### src/rtl/usb_rx_nrzi_decoder.sv
// usb_rx_nrzi_decoder: USB receive path with SYNC detect, NRZI decode, bit unstuffing and EOP/error handling
module usb_rx_nrzi_decoder #(
  parameter int SYNC_MIN    = 5,
  parameter int IDLE_J_BITS = 7
) (
  input  logic       clk,
  input  logic       rst_n,
  input  logic [1:0] usb_line_state,
  input  logic       bit_en,
  output logic [7:0] rx_data,
  output logic       rx_valid,
  output logic       rx_active,
  output logic       rx_eop,
  output logic       rx_error
);
  localparam logic [1:0] LS_SE0 = 2'b00;
  localparam logic [1:0] LS_J   = 2'b01;
  localparam logic [1:0] LS_K   = 2'b10;
  localparam logic [1:0] LS_SE1 = 2'b11;
  localparam int JW = $clog2(IDLE_J_BITS + 1);
  localparam logic [2:0]    SYNC_MIN_C = 3'(SYNC_MIN);
  localparam logic [JW-1:0] IDLE_J_C   = JW'(IDLE_J_BITS);
  typedef enum logic [2:0] {IDLE, SYNC, DATA, EOP, ERROR} state_t;
  state_t        state_q, state_d;
  logic [1:0]    prev_q, prev_d;
  logic [2:0]    alt_cnt_q, alt_cnt_d;
  logic [2:0]    ones_cnt_q, ones_cnt_d;
  logic [2:0]    bit_cnt_q, bit_cnt_d;
  logic [1:0]    se0_cnt_q, se0_cnt_d;
  logic [JW-1:0] j_cnt_q, j_cnt_d;
  logic          se0_seen_q, se0_seen_d;
  logic [7:0]    sr_q, sr_d;
  logic [7:0]    rx_data_q, rx_data_d;
  logic          rx_valid_q, rx_valid_d;
  logic          rx_active_q, rx_active_d;
  logic          rx_eop_q, rx_eop_d;
  logic          rx_error_q, rx_error_d;
  logic          is_jk, nrzi_bit, err;
  // Next-state logic: decode one line code per bit_en strobe; any error funnels through err
  always_comb begin
    state_d     = state_q;
    prev_d      = prev_q;
    alt_cnt_d   = alt_cnt_q;
    ones_cnt_d  = ones_cnt_q;
    bit_cnt_d   = bit_cnt_q;
    se0_cnt_d   = se0_cnt_q;
    j_cnt_d     = j_cnt_q;
    se0_seen_d  = se0_seen_q;
    sr_d        = sr_q;
    rx_data_d   = rx_data_q;
    rx_active_d = rx_active_q;
    rx_valid_d  = 1'b0;
    rx_eop_d    = 1'b0;
    rx_error_d  = 1'b0;
    err         = 1'b0;
    is_jk       = usb_line_state == LS_J || usb_line_state == LS_K;
    nrzi_bit    = usb_line_state == prev_q;
    if (bit_en) begin
      if (is_jk) prev_d = usb_line_state;
      case (state_q)
        IDLE:
          if (usb_line_state == LS_K && prev_q == LS_J) begin
            state_d   = SYNC;
            alt_cnt_d = '0;
          end
        SYNC:
          if (is_jk && !nrzi_bit) alt_cnt_d = alt_cnt_q == 3'd7 ? 3'd7 : alt_cnt_q + 3'd1;
          else if (usb_line_state == LS_K && alt_cnt_q >= SYNC_MIN_C) begin
            state_d     = DATA;
            rx_active_d = 1'b1;
            ones_cnt_d  = 3'd1;
            bit_cnt_d   = '0;
          end
          else state_d = IDLE;
        DATA:
          if (usb_line_state == LS_SE0) begin
            state_d   = EOP;
            se0_cnt_d = 2'd1;
          end
          else if (usb_line_state == LS_SE1) err = 1'b1;
          else if (ones_cnt_q == 3'd6) begin
            err        = nrzi_bit;
            ones_cnt_d = '0;
          end
          else begin
            sr_d       = {nrzi_bit, sr_q[7:1]};
            ones_cnt_d = nrzi_bit ? ones_cnt_q + 3'd1 : '0;
            bit_cnt_d  = bit_cnt_q + 3'd1;
            if (bit_cnt_q == 3'd7) begin
              rx_data_d  = sr_d;
              rx_valid_d = 1'b1;
            end
          end
        EOP:
          if (usb_line_state == LS_SE0) begin
            se0_cnt_d = se0_cnt_q + 2'd1;
            err       = se0_cnt_q == 2'd2;
          end
          else if (usb_line_state == LS_J) begin
            state_d     = IDLE;
            rx_eop_d    = 1'b1;
            rx_active_d = 1'b0;
            rx_error_d  = bit_cnt_q != 3'd0;
          end
          else err = 1'b1;
        ERROR:
          if (usb_line_state == LS_SE0) begin
            se0_seen_d = 1'b1;
            j_cnt_d    = '0;
          end
          else if (usb_line_state == LS_J) begin
            j_cnt_d = j_cnt_q + JW'(1);
            if (se0_seen_q || j_cnt_d == IDLE_J_C) state_d = IDLE;
          end
          else begin
            se0_seen_d = 1'b0;
            j_cnt_d    = '0;
          end
        default: state_d = IDLE;
      endcase
      if (err) begin
        state_d     = ERROR;
        rx_error_d  = 1'b1;
        rx_active_d = 1'b0;
        se0_seen_d  = 1'b0;
        j_cnt_d     = '0;
      end
    end
  end
  // State and output registers; reset drops any packet in flight
  always_ff @(posedge clk or negedge rst_n) begin
    if (!rst_n) begin
      state_q     <= IDLE;
      prev_q      <= LS_J;
      alt_cnt_q   <= '0;
      ones_cnt_q  <= '0;
      bit_cnt_q   <= '0;
      se0_cnt_q   <= '0;
      j_cnt_q     <= '0;
      se0_seen_q  <= 1'b0;
      sr_q        <= '0;
      rx_data_q   <= '0;
      rx_valid_q  <= 1'b0;
      rx_active_q <= 1'b0;
      rx_eop_q    <= 1'b0;
      rx_error_q  <= 1'b0;
    end else begin
      state_q     <= state_d;
      prev_q      <= prev_d;
      alt_cnt_q   <= alt_cnt_d;
      ones_cnt_q  <= ones_cnt_d;
      bit_cnt_q   <= bit_cnt_d;
      se0_cnt_q   <= se0_cnt_d;
      j_cnt_q     <= j_cnt_d;
      se0_seen_q  <= se0_seen_d;
      sr_q        <= sr_d;
      rx_data_q   <= rx_data_d;
      rx_valid_q  <= rx_valid_d;
      rx_active_q <= rx_active_d;
      rx_eop_q    <= rx_eop_d;
      rx_error_q  <= rx_error_d;
    end
  end
  assign rx_data   = rx_data_q;
  assign rx_valid  = rx_valid_q;
  assign rx_active = rx_active_q;
  assign rx_eop    = rx_eop_q;
  assign rx_error  = rx_error_q;
endmodule

### config.mk
export PLATFORM = sky130hd
export DESIGN_NAME = usb_rx_nrzi_decoder
export DESIGN_NICKNAME = d
export VERILOG_FILES = /design/src/rtl/usb_rx_nrzi_decoder.sv
export SDC_FILE = /design/constraint.sdc
export NUM_CORES = 1
export LEC_CHECK = 0
export ABC_AREA = 1
export CAP_MARGIN = 20
export CORE_ASPECT_RATIO = 1.4
export CORE_MARGIN = 2
export CORE_UTILIZATION = 54
export CTS_BUF_LIST = sky130_fd_sc_hd__clkbuf_8
export CTS_CLUSTER_DIAMETER = 30
export DETAILED_ROUTE_END_ITERATION = 6
export HOLD_SLACK_MARGIN = 0.1
export PLACE_DENSITY_LB_ADDON = 0.1
export SYNTH_ARGS = -nofsm -noshare
export SYNTH_HDL_FRONTEND = slang
export SYNTH_SLANG_ARGS = --single-unit
### constraint.sdc
create_clock -name clk -period 2.35 [get_ports clk]
set_input_delay 0.5875 -clock clk [delete_from_list [all_inputs] [get_ports clk]]
set_output_delay 0.5875 -clock clk [all_outputs]
set_load 0.05 [all_outputs]
==> PnR_summary.wiki, run 1 <==
{| class="wikitable"
! Metric !! Value
|-
| Run status || completed
|-
| RePlAce Congestion || 0.8521
|-
| First-pass GRT wire length || 7755 um
|-
| Max stage delay cell, worst path || sky130_fd_sc_hd__clkdlybuf4s50_1
|-
| Net count of the finished layout || 320
|-
| Starting DRC count in detailed routing || 69
|-
| Core Region || 0.003919 mm^2
|-
| Top post-synthesis cells by area || sky130_fd_sc_hd__dfrtp_1 (44%), sky130_fd_sc_hd__nand2_1 (12%), sky130_fd_sc_hd__ha_1 (8.0%)
|-
| DRT antenna net count || 0
|-
| Compound-gate portion of the synthesized area || 0.1218
|-
| Horiz. Die Dim || 57.68 um
|-
| Total cell area at the placement stage || 0.002515 mm^2
|-
| H-tree levels || 2
|-
| Placed wire-length estimate || 3235 um
|-
| Area share of the leading cell type in the synthesized netlist || 0.4365
|-
| Clock power frac || 0.273
|-
| Leakage power summed over all cells || 0.001350 uW
|-
| Number of remaining DRC errors || 0
|-
| Share of synthesized cell area in and, or, nand and nor gates || 0.2625
|-
| WL/cell || 11.96 um
|-
| DP Cell Count || 337
|-
| Time the final worst path needs with I/O delays and setup || 2.162 ns
|-
| Design Power || 2114 uW
|-
| Total non-filler cell area in the finished layout || 0.002633 mm^2
|-
| Leading cell types in the layout, fill and taps excluded || sky130_fd_sc_hd__nand2_1 (71), sky130_fd_sc_hd__dfrtp_1 (38), sky130_fd_sc_hd__inv_1 (34)
|-
| Crit path DAT || 2.39 ns
|-
| Sequential fraction of design power || 0.420
|-
| Setup Crit Path Kind || input port to register
|-
| Number of search-and-repair iterations in the first detailed-routing pass || 4
|-
| Sequential standard cell area || 977.2 um^2
|-
| Area growth from synthesis to layout || 20.85%
|-
| Hold Crit Class || input port to async pin
|-
| Layout cells sized above 1 || 0.1755
|-
| Ports || 17
|-
| Proportion of synthesized chip area in sequential cells || 0.4486
|-
| Post-CTS Setup Repair Bufs || 0
|-
| Vias || 1756
|-
| Maximum number of pins on one net before global-route repair || 24
|-
| Number of antenna violations at the first check in global routing || 0
|-
| Crit-path max cell delay || 0.52 ns
|-
| Library cell used as clock root buffer || sky130_fd_sc_hd__clkbuf_8
|-
| Height of the chip || 79.15 um
|-
| Setup repair after global routing missed its margin || no
|-
| Number of max-cap violations || 0
|-
| Vias in the first global route || 1837
|-
| Critical Path End Type || register
|-
| Total clock sinks || 39
|-
| Sw Ratio || 0.3509
|-
| Adder and majority cell fraction of the synthesized area || 0.08041
|-
| Flip-flop and latch count after synthesis || 39
|-
| Skew-Pair Late Insertion Delay || 0.29 ns
|-
| Number of unique standard cell types used by synthesis || 33
|-
| Fin. Hold Viols || 0
|-
| Setup violations, final || 0
|-
| Die Area || 0.004565 mm^2
|-
| Fraction of synthesized cell area in xor and xnor cells || 0.004021
|-
| Final Non-Filler Cells || 345
|-
| Number of synthesis warnings || 0
|-
| Antenna diode count || 0
|-
| Period Utilization, post-route || 0.9201
|-
| Worst-case vdd ir drop || 0.6131 mV
|-
| Hold buffer count at cts || 0
|-
| Most area-hungry cell type in the Yosys netlist || sky130_fd_sc_hd__dfrtp_1
|-
| Total area of multi-input combinational cells || 0.001032 mm^2
|-
| Sum of negative setup slack || 0 ns
|-
| Combinational fraction of design power || 0.307
|-
| Vias per Instance || 5.090
|-
| Number of filler cells placed in the layout || 347
|-
| Upper clock frequency limit || 462.5 MHz
|-
| Largest family of logic cells by synthesized area || simple AND/OR/NAND/NOR gates
|-
| Crit-path max FO || 8
|-
| Number of buffers created by CTS || 5
|-
| Nature of the critical path startpoint || input port
|-
| Initial Utilization || 0.5559
|-
| Cell mode on critical path || sky130_fd_sc_hd__nand2_4
|-
| Power Dens Cells || 803.0 mW/mm^2
|-
| Port Buffer Count || 16
|-
| Cells after synthesis || 263
|-
| Worst clock skew || 0.004507 ns
|-
| Clock tree from TritonCTS || yes
|-
| Transition time at the pin with the least slew margin || 0.4931 ns
|-
| Cell chain of the critical path || clkdlybuf4s50_1, buf_4, ha_1, inv_1, nor2_1, nor2_2, o21ai_2, nand2_4, inv_4, nand2_4, nand2_4, nand2_1, o21ai_2
|-
| Mean area per synthesized cell || 8.283 um^2
|-
| Cells resized by post-CTS repair || 0
|-
| Clk slew on worst S/H paths || 0.07 ns
|-
| Max-slew violation count || 0
|-
| Mapped cell area || 0.002178 mm^2
|-
| Post-synthesis mux area share || 0.005169
|-
| Power dissipated by switching net loads || 741.7 uW
|-
| Most common library cell in the layout ignoring fill and taps || sky130_fd_sc_hd__nand2_1
|-
| Internal portion of total power || 1372 uW
|-
| Num rows || 27
|-
| Max Buffers Root-to-Sink || 2
|-
| Worst slew margin || 0.6702
|-
| Combined global-route utilization of all metal layers || 0.2188
|-
| Required time at the worst-slack endpoint || 2.58 ns
|-
| Number of nets produced by synthesis || 282
|-
| Total grt overflow || 0
|-
| Drt total wl || 4125 um
|}
path summary, 6_finish.rpt:
path | start | endpoint | slack (ns) | cells after the start
worst max-delay path | usb_line_state[0] | j_cnt_q[2]$_DFFE_PN0P_ | 0.19 | 13
worst min-delay path | rst_n | rx_valid$_DFF_PN0_ | 0.25 | 1
worst max register to register | state_q[0]$_DFFE_PN0P_ | state_q[1]$_DFFE_PN0P_ | 0.64 | 7
worst min register to register | rx_active$_DFFE_PN0P_ | rx_active$_DFFE_PN0P_ | 0.48 | 2
max in group asynchronous | rst_n | prev_q[0]$_DFFE_PN1P_ | 1.46 | 2
min in group clk | rx_active$_DFFE_PN0P_ | rx_active$_DFFE_PN0P_ | 0.48 | 2
flip-flops by register name, indices dropped and copies added (netlist names):
register and cells:
rx_eop 1, sr_q 7, rx_data 8, ones_cnt_q 3, bit_cnt_q 3, se0_seen_q 1, j_cnt_q 3, rx_error 1
prev_q 2, alt_cnt_q 3, se0_cnt_q 2, state_q 3, rx_active 1, rx_valid 1
cells in the mapped netlist, drive strengths merged:
cell type,count
nand2,77
dfrtp,38
inv,37
o21ai,33
nor2,22
nand3,16
ha,14
a21oi,8
nand4,4
buf,3
nor3,2
o211ai,2
a22oi,1
a31oi,1
and3,1
clkbuf,1
dfstp,1
mux2,1
xnor2,1
per-stage QoR:
| stage | utilization | worst slack (ns) | hold slack [ns] |
|---|---|---|---|
| 2_1_floorplan | - | 0.5428 | 0.2919 |
| 3_3_place_gp | 0.6418 | -0.1138 | 0.4530 |
| 3_5_place_dp | 0.6418 | -0.1209 | 0.4650 |
| 4_1_cts | 0.6718 | 0.1765 | 0.2630 |
| 5_1_grt | 0.6718 | 0.07015 | 0.2911 |
| 6_report | 0.6718 | 0.1877 | 0.2493 |
cells by family (layout without fill, tap and decap cells):
logic type	count (synthesis)	in the layout
adder cells (fa/ha/maj)	14	14
AND/OR/NAND/NOR	122	122
flip-flops	39	39
XOR/XNOR	1	1
multiplexers	1	1
buffers and inverters	41	80
AO/OA/AOI/OAI	45	45
layout make-up:
class                      instances  area share
timing repair buffer              35      0.1179
sequential                        39      0.3712
multi-input combinational        183      0.3921
inverter                          37     0.05371
tap                               43     0.02044
clock inverter                     2     0.01331
clock buffer                       6     0.03137
power groups by stage:
| stage | registers, uW | clock network (uW) | logic (uW) |
|---|---|---|---|
| 6_report | 887 | 577 | 650 |
| 2_1_floorplan | 888 | 0 | 473 |
| 3_5_place_dp | 898 | 0 | 654 |
| 5_1_grt | 909 | 620 | 752 |
| 4_1_cts | 887 | 590 | 659 |
| 3_3_place_gp | 895 | 0 | 634 |
routing by layer:
layer  wire length, um  GRT usage
met3               130    0.04397
met2              2214     0.3886
met5                 0          0
met1              1695     0.2513
met4                85    0.08837
critical path: cells and delay by family:
kind	cells	cell delay, ns
buf+inv	4	0.81
compound gates	2	0.16
fa+ha+maj	1	0.19
simple gates	6	0.63
Power figures use the tool's default switching activity.
==> inputs of run 2 (changes only) <==
- CAP_MARGIN: 20 -> not set
==> results of run 2 <==
No change in the layout: final DEF, timing and power equal those of run 1.
==> inputs of run 3 (changes only) <==
- DONT_BUFFER_PORTS: not set -> 1
==> run 3 against run 2 <==
First-iteration DRC count is 16% lower. Clock skew fell by 0.0025 ns. Routed wire length shrank 2.1%. Register-to-register slack got worse by 0.15 ns. Critical endpoint is now rx_data[6]$_DFFE_PN0P_. Largest cell class unchanged. Largest power group unchanged.
==> PnR_summary.wiki, run 3 (synthesis gave the netlist of run 1 again) <==
{| class="wikitable"
! Metric !! Value
|-
| Run status || completed (unchanged)
|-
| H-tree levels || 2 (unchanged)
|-
| Number of filler cells placed in the layout || 366 (was 347)
|-
| Combinational fraction of design power || 0.268 (was 0.307)
|-
| Power Dens Cells || 868.5 mW/mm^2 (was 803.0 mW/mm^2)
|-
| Setup violations, final || 0 (unchanged)
|-
| Skew-Pair Late Insertion Delay || 0.28 ns (was 0.29 ns)
|-
| Library cell used as clock root buffer || sky130_fd_sc_hd__clkbuf_8 (unchanged)
|-
| Kind of cell with the highest combined delay on the critical path || simple AND/OR/NAND/NOR gates (was buffers and inverters)
|-
| Horiz. Die Dim || 57.68 um (unchanged)
|-
| Transition time at the pin with the least slew margin || 0.4725 ns (was 0.4931 ns)
|-
| R2r startpoint || ones_cnt_q[0]$_DFFE_PN0P_ (was state_q[0]$_DFFE_PN0P_)
|-
| Core Region || 0.003919 mm^2 (unchanged)
|-
| Combined global-route utilization of all metal layers || 0.1974 (was 0.2188)
|-
| Number of antenna violations at the first check in global routing || 0 (unchanged)
|-
| Drt total wl || 4037 um (was 4125 um)
|-
| Reg-to-reg setup timing slack || 0.49 ns (was 0.64 ns)
|-
| Number of remaining DRC errors || 0 (unchanged)
|-
| Count of buffer and inverter cells on the critical path || 1 (was 4)
|-
| Post-CTS Setup Repair Bufs || 0 (unchanged)
|-
| Leading cell types in the layout, fill and taps excluded || sky130_fd_sc_hd__nand2_1 (71), sky130_fd_sc_hd__dfrtp_1 (38), sky130_fd_sc_hd__inv_1 (34) (unchanged)
|-
| Area growth from synthesis to layout || 7.869% (was 20.85%)
|-
| Vias per Instance || 5.247 (was 5.090)
|-
| Number of max-cap violations || 0 (unchanged)
|-
| Hold buffer count at cts || 1 (was 0)
|-
| Clk slew on worst S/H paths || 0.07 ns (about the same)
|-
| Setup repair after global routing missed its margin || no (unchanged)
|-
| Cell chain of the critical path || inv_1, ha_1, a21oi_2, and3_1, nand3_1, o21ai_0 (was clkdlybuf4s50_1, buf_4, ha_1, inv_1, nor2_1, nor2_2, o21ai_2, nand2_4, inv_4, nand2_4, nand2_4, nand2_1, o21ai_2)
|-
| Max stage delay cell, worst path || sky130_fd_sc_hd__dfrtp_1 (was sky130_fd_sc_hd__clkdlybuf4s50_1)
|-
| Fin. Hold Viols || 0 (unchanged)
|-
| Worst slew margin || 0.6850 (was 0.6702)
|-
| Vias || 1637 (was 1756)
|-
| Height of the chip || 79.15 um (unchanged)
|-
| Ports || 17 (unchanged)
|-
| Hold Crit Class || input port to async pin (unchanged)
|-
| Nature of the critical path startpoint || register (was input port)
|-
| Placed wire-length estimate || 2897 um (was 3235 um)
|-
| Number of flip-flops in the largest register || 8 (unchanged)
|-
| Net count of the finished layout || 287 (was 320)
|-
| Required time at the worst-slack endpoint || 2.55 ns (was 2.58 ns)
|-
| Clock tree from TritonCTS || yes (unchanged)
|-
| Clock power frac || 0.280 (was 0.273)
|-
| Leakage power summed over all cells || 0.001209 uW (was 0.001350 uW)
|-
| Period Utilization, post-route || 0.7897 (was 0.9201)
|-
| Number of search-and-repair iterations in the first detailed-routing pass || 4 (unchanged)
|-
| Final Non-Filler Cells || 312 (was 345)
|-
| Layout cells sized above 1 || 0.1301 (was 0.1755)
|-
| Internal portion of total power || 1318 uW (was 1372 uW)
|-
| Crit path DAT || 2.05 ns (was 2.39 ns)
|-
| Max Buffers Root-to-Sink || 2 (unchanged)
|-
| Worst-case reg-to-reg path depth || 6 (was 7)
|-
| DP Cell Count || 303 (was 337)
|-
| Total clock sinks || 39 (unchanged)
|-
| First-pass GRT wire length || 6906 um (was 7755 um)
|-
| Port Buffer Count || 0 (was 16)
|-
| Sw Ratio || 0.3543 (was 0.3509)
|-
| Sum of negative setup slack || 0 ns (unchanged)
|-
| Maximum number of pins on one net before global-route repair || 39 (was 24)
|-
| DRT antenna net count || 0 (unchanged)
|-
| Die Area || 0.004565 mm^2 (unchanged)
|-
| Crit-path max FO || 15 (was 8)
|-
| Cells resized by post-CTS repair || 0 (unchanged)
|-
| Upper clock frequency limit || 538.8 MHz (was 462.5 MHz)
|-
| Max-slew violation count || 0 (unchanged)
|-
| Total grt overflow || 0 (unchanged)
|-
| Initial Utilization || 0.5559 (unchanged)
|-
| Power dissipated by switching net loads || 723.0 uW (was 741.7 uW)
|-
| WL/cell || 12.94 um (was 11.96 um)
|-
| RePlAce Congestion || 0.8510 (was 0.8521)
|-
| Depth of the critical timing path with buffers and inverters included || 6 (was 13)
|-
| Num rows || 27 (unchanged)
|-
| Crit-path max cell delay || 0.38 ns (was 0.52 ns)
|-
| Worst clock skew || 0.001991 ns (was 0.004507 ns)
|-
| Number of buffers created by CTS || 5 (unchanged)
|-
| Starting DRC count in detailed routing || 58 (was 69)
|-
| Time the final worst path needs with I/O delays and setup || 1.856 ns (was 2.162 ns)
|-
| Critical Path End Type || register (unchanged)
|-
| Setup Crit Path Kind || register to register (was input port to register)
|-
| Sequential fraction of design power || 0.452 (was 0.420)
|-
| Most common library cell in the layout ignoring fill and taps || sky130_fd_sc_hd__nand2_1 (unchanged)
|-
| Vias in the first global route || 1534 (was 1837)
|-
| Antenna diode count || 0 (unchanged)
|-
| Worst-case vdd ir drop || 0.8467 mV (was 0.6131 mV)
|-
| Capturing point of the worst reg2reg path || rx_data[6]$_DFFE_PN0P_ (was state_q[1]$_DFFE_PN0P_)
|}
## run 3: power groups by stage
stage          Combinational (uW)  Sequential, uW  Clock [uW]
2_1_floorplan                 473             888           0
3_3_place_gp                  519             934           0
3_5_place_dp                  528             935           0
4_1_cts                       551             922         593
5_1_grt                       630             939         620
6_report                      546             922         572
## run 3: final cells by class
type / instances / area (um^2) / area share
clock buffer: 6 / 82.58 / 0.03514
multi-input combinational: 183 / 1032 / 0.4393
sequential: 39 / 977.2 / 0.4159
timing repair buffer: 2 / 27.53 / 0.01171
clock inverter: 2 / 35.03 / 0.01491
tap: 43 / 53.80 / 0.02290
inverter: 37 / 141.4 / 0.06017
## run 3: through the flow
step	worst slack [ns]	power [uW]	util	hold slack [ns]	area, um^2
3_3_place_gp	0.3471	1454	0.5645	0.2927	2212
2_1_floorplan	0.5428	1361	-	0.2919	2178
4_1_cts	0.4393	2066	0.5996	0.1244	2350
6_report	0.4941	2041	0.5996	0.1347	2350
3_5_place_dp	0.3272	1463	0.5645	0.2929	2212
5_1_grt	0.1996	2189	0.5996	0.1100	2350
## run 3: how the worst max path moves through the flow
| stage | start | end |
|---|---|---|
| detailed placement | usb_line_state[0] | rx_data[1]$_DFFE_PN0P_ |
| global placement | usb_line_state[0] | rx_data[4]$_DFFE_PN0P_ |
| finish | ones_cnt_q[0]$_DFFE_PN0P_ | rx_data[6]$_DFFE_PN0P_ |
| floorplan | usb_line_state[1] | j_cnt_q[2]$_DFFE_PN0P_ |
| CTS | ones_cnt_q[0]$_DFFE_PN0P_ | rx_data[6]$_DFFE_PN0P_ |
| global route | ones_cnt_q[0]$_DFFE_PN0P_ | rx_data[4]$_DFFE_PN0P_ |
## run 3: metal layers
metal,wire (um),vias up,GRT usage
met1,1700,747,0.2183
met5,0,-,0
met2,2102,31,0.3580
li1,-,849,-
met4,93,0,0.07209
met3,140,10,0.04723
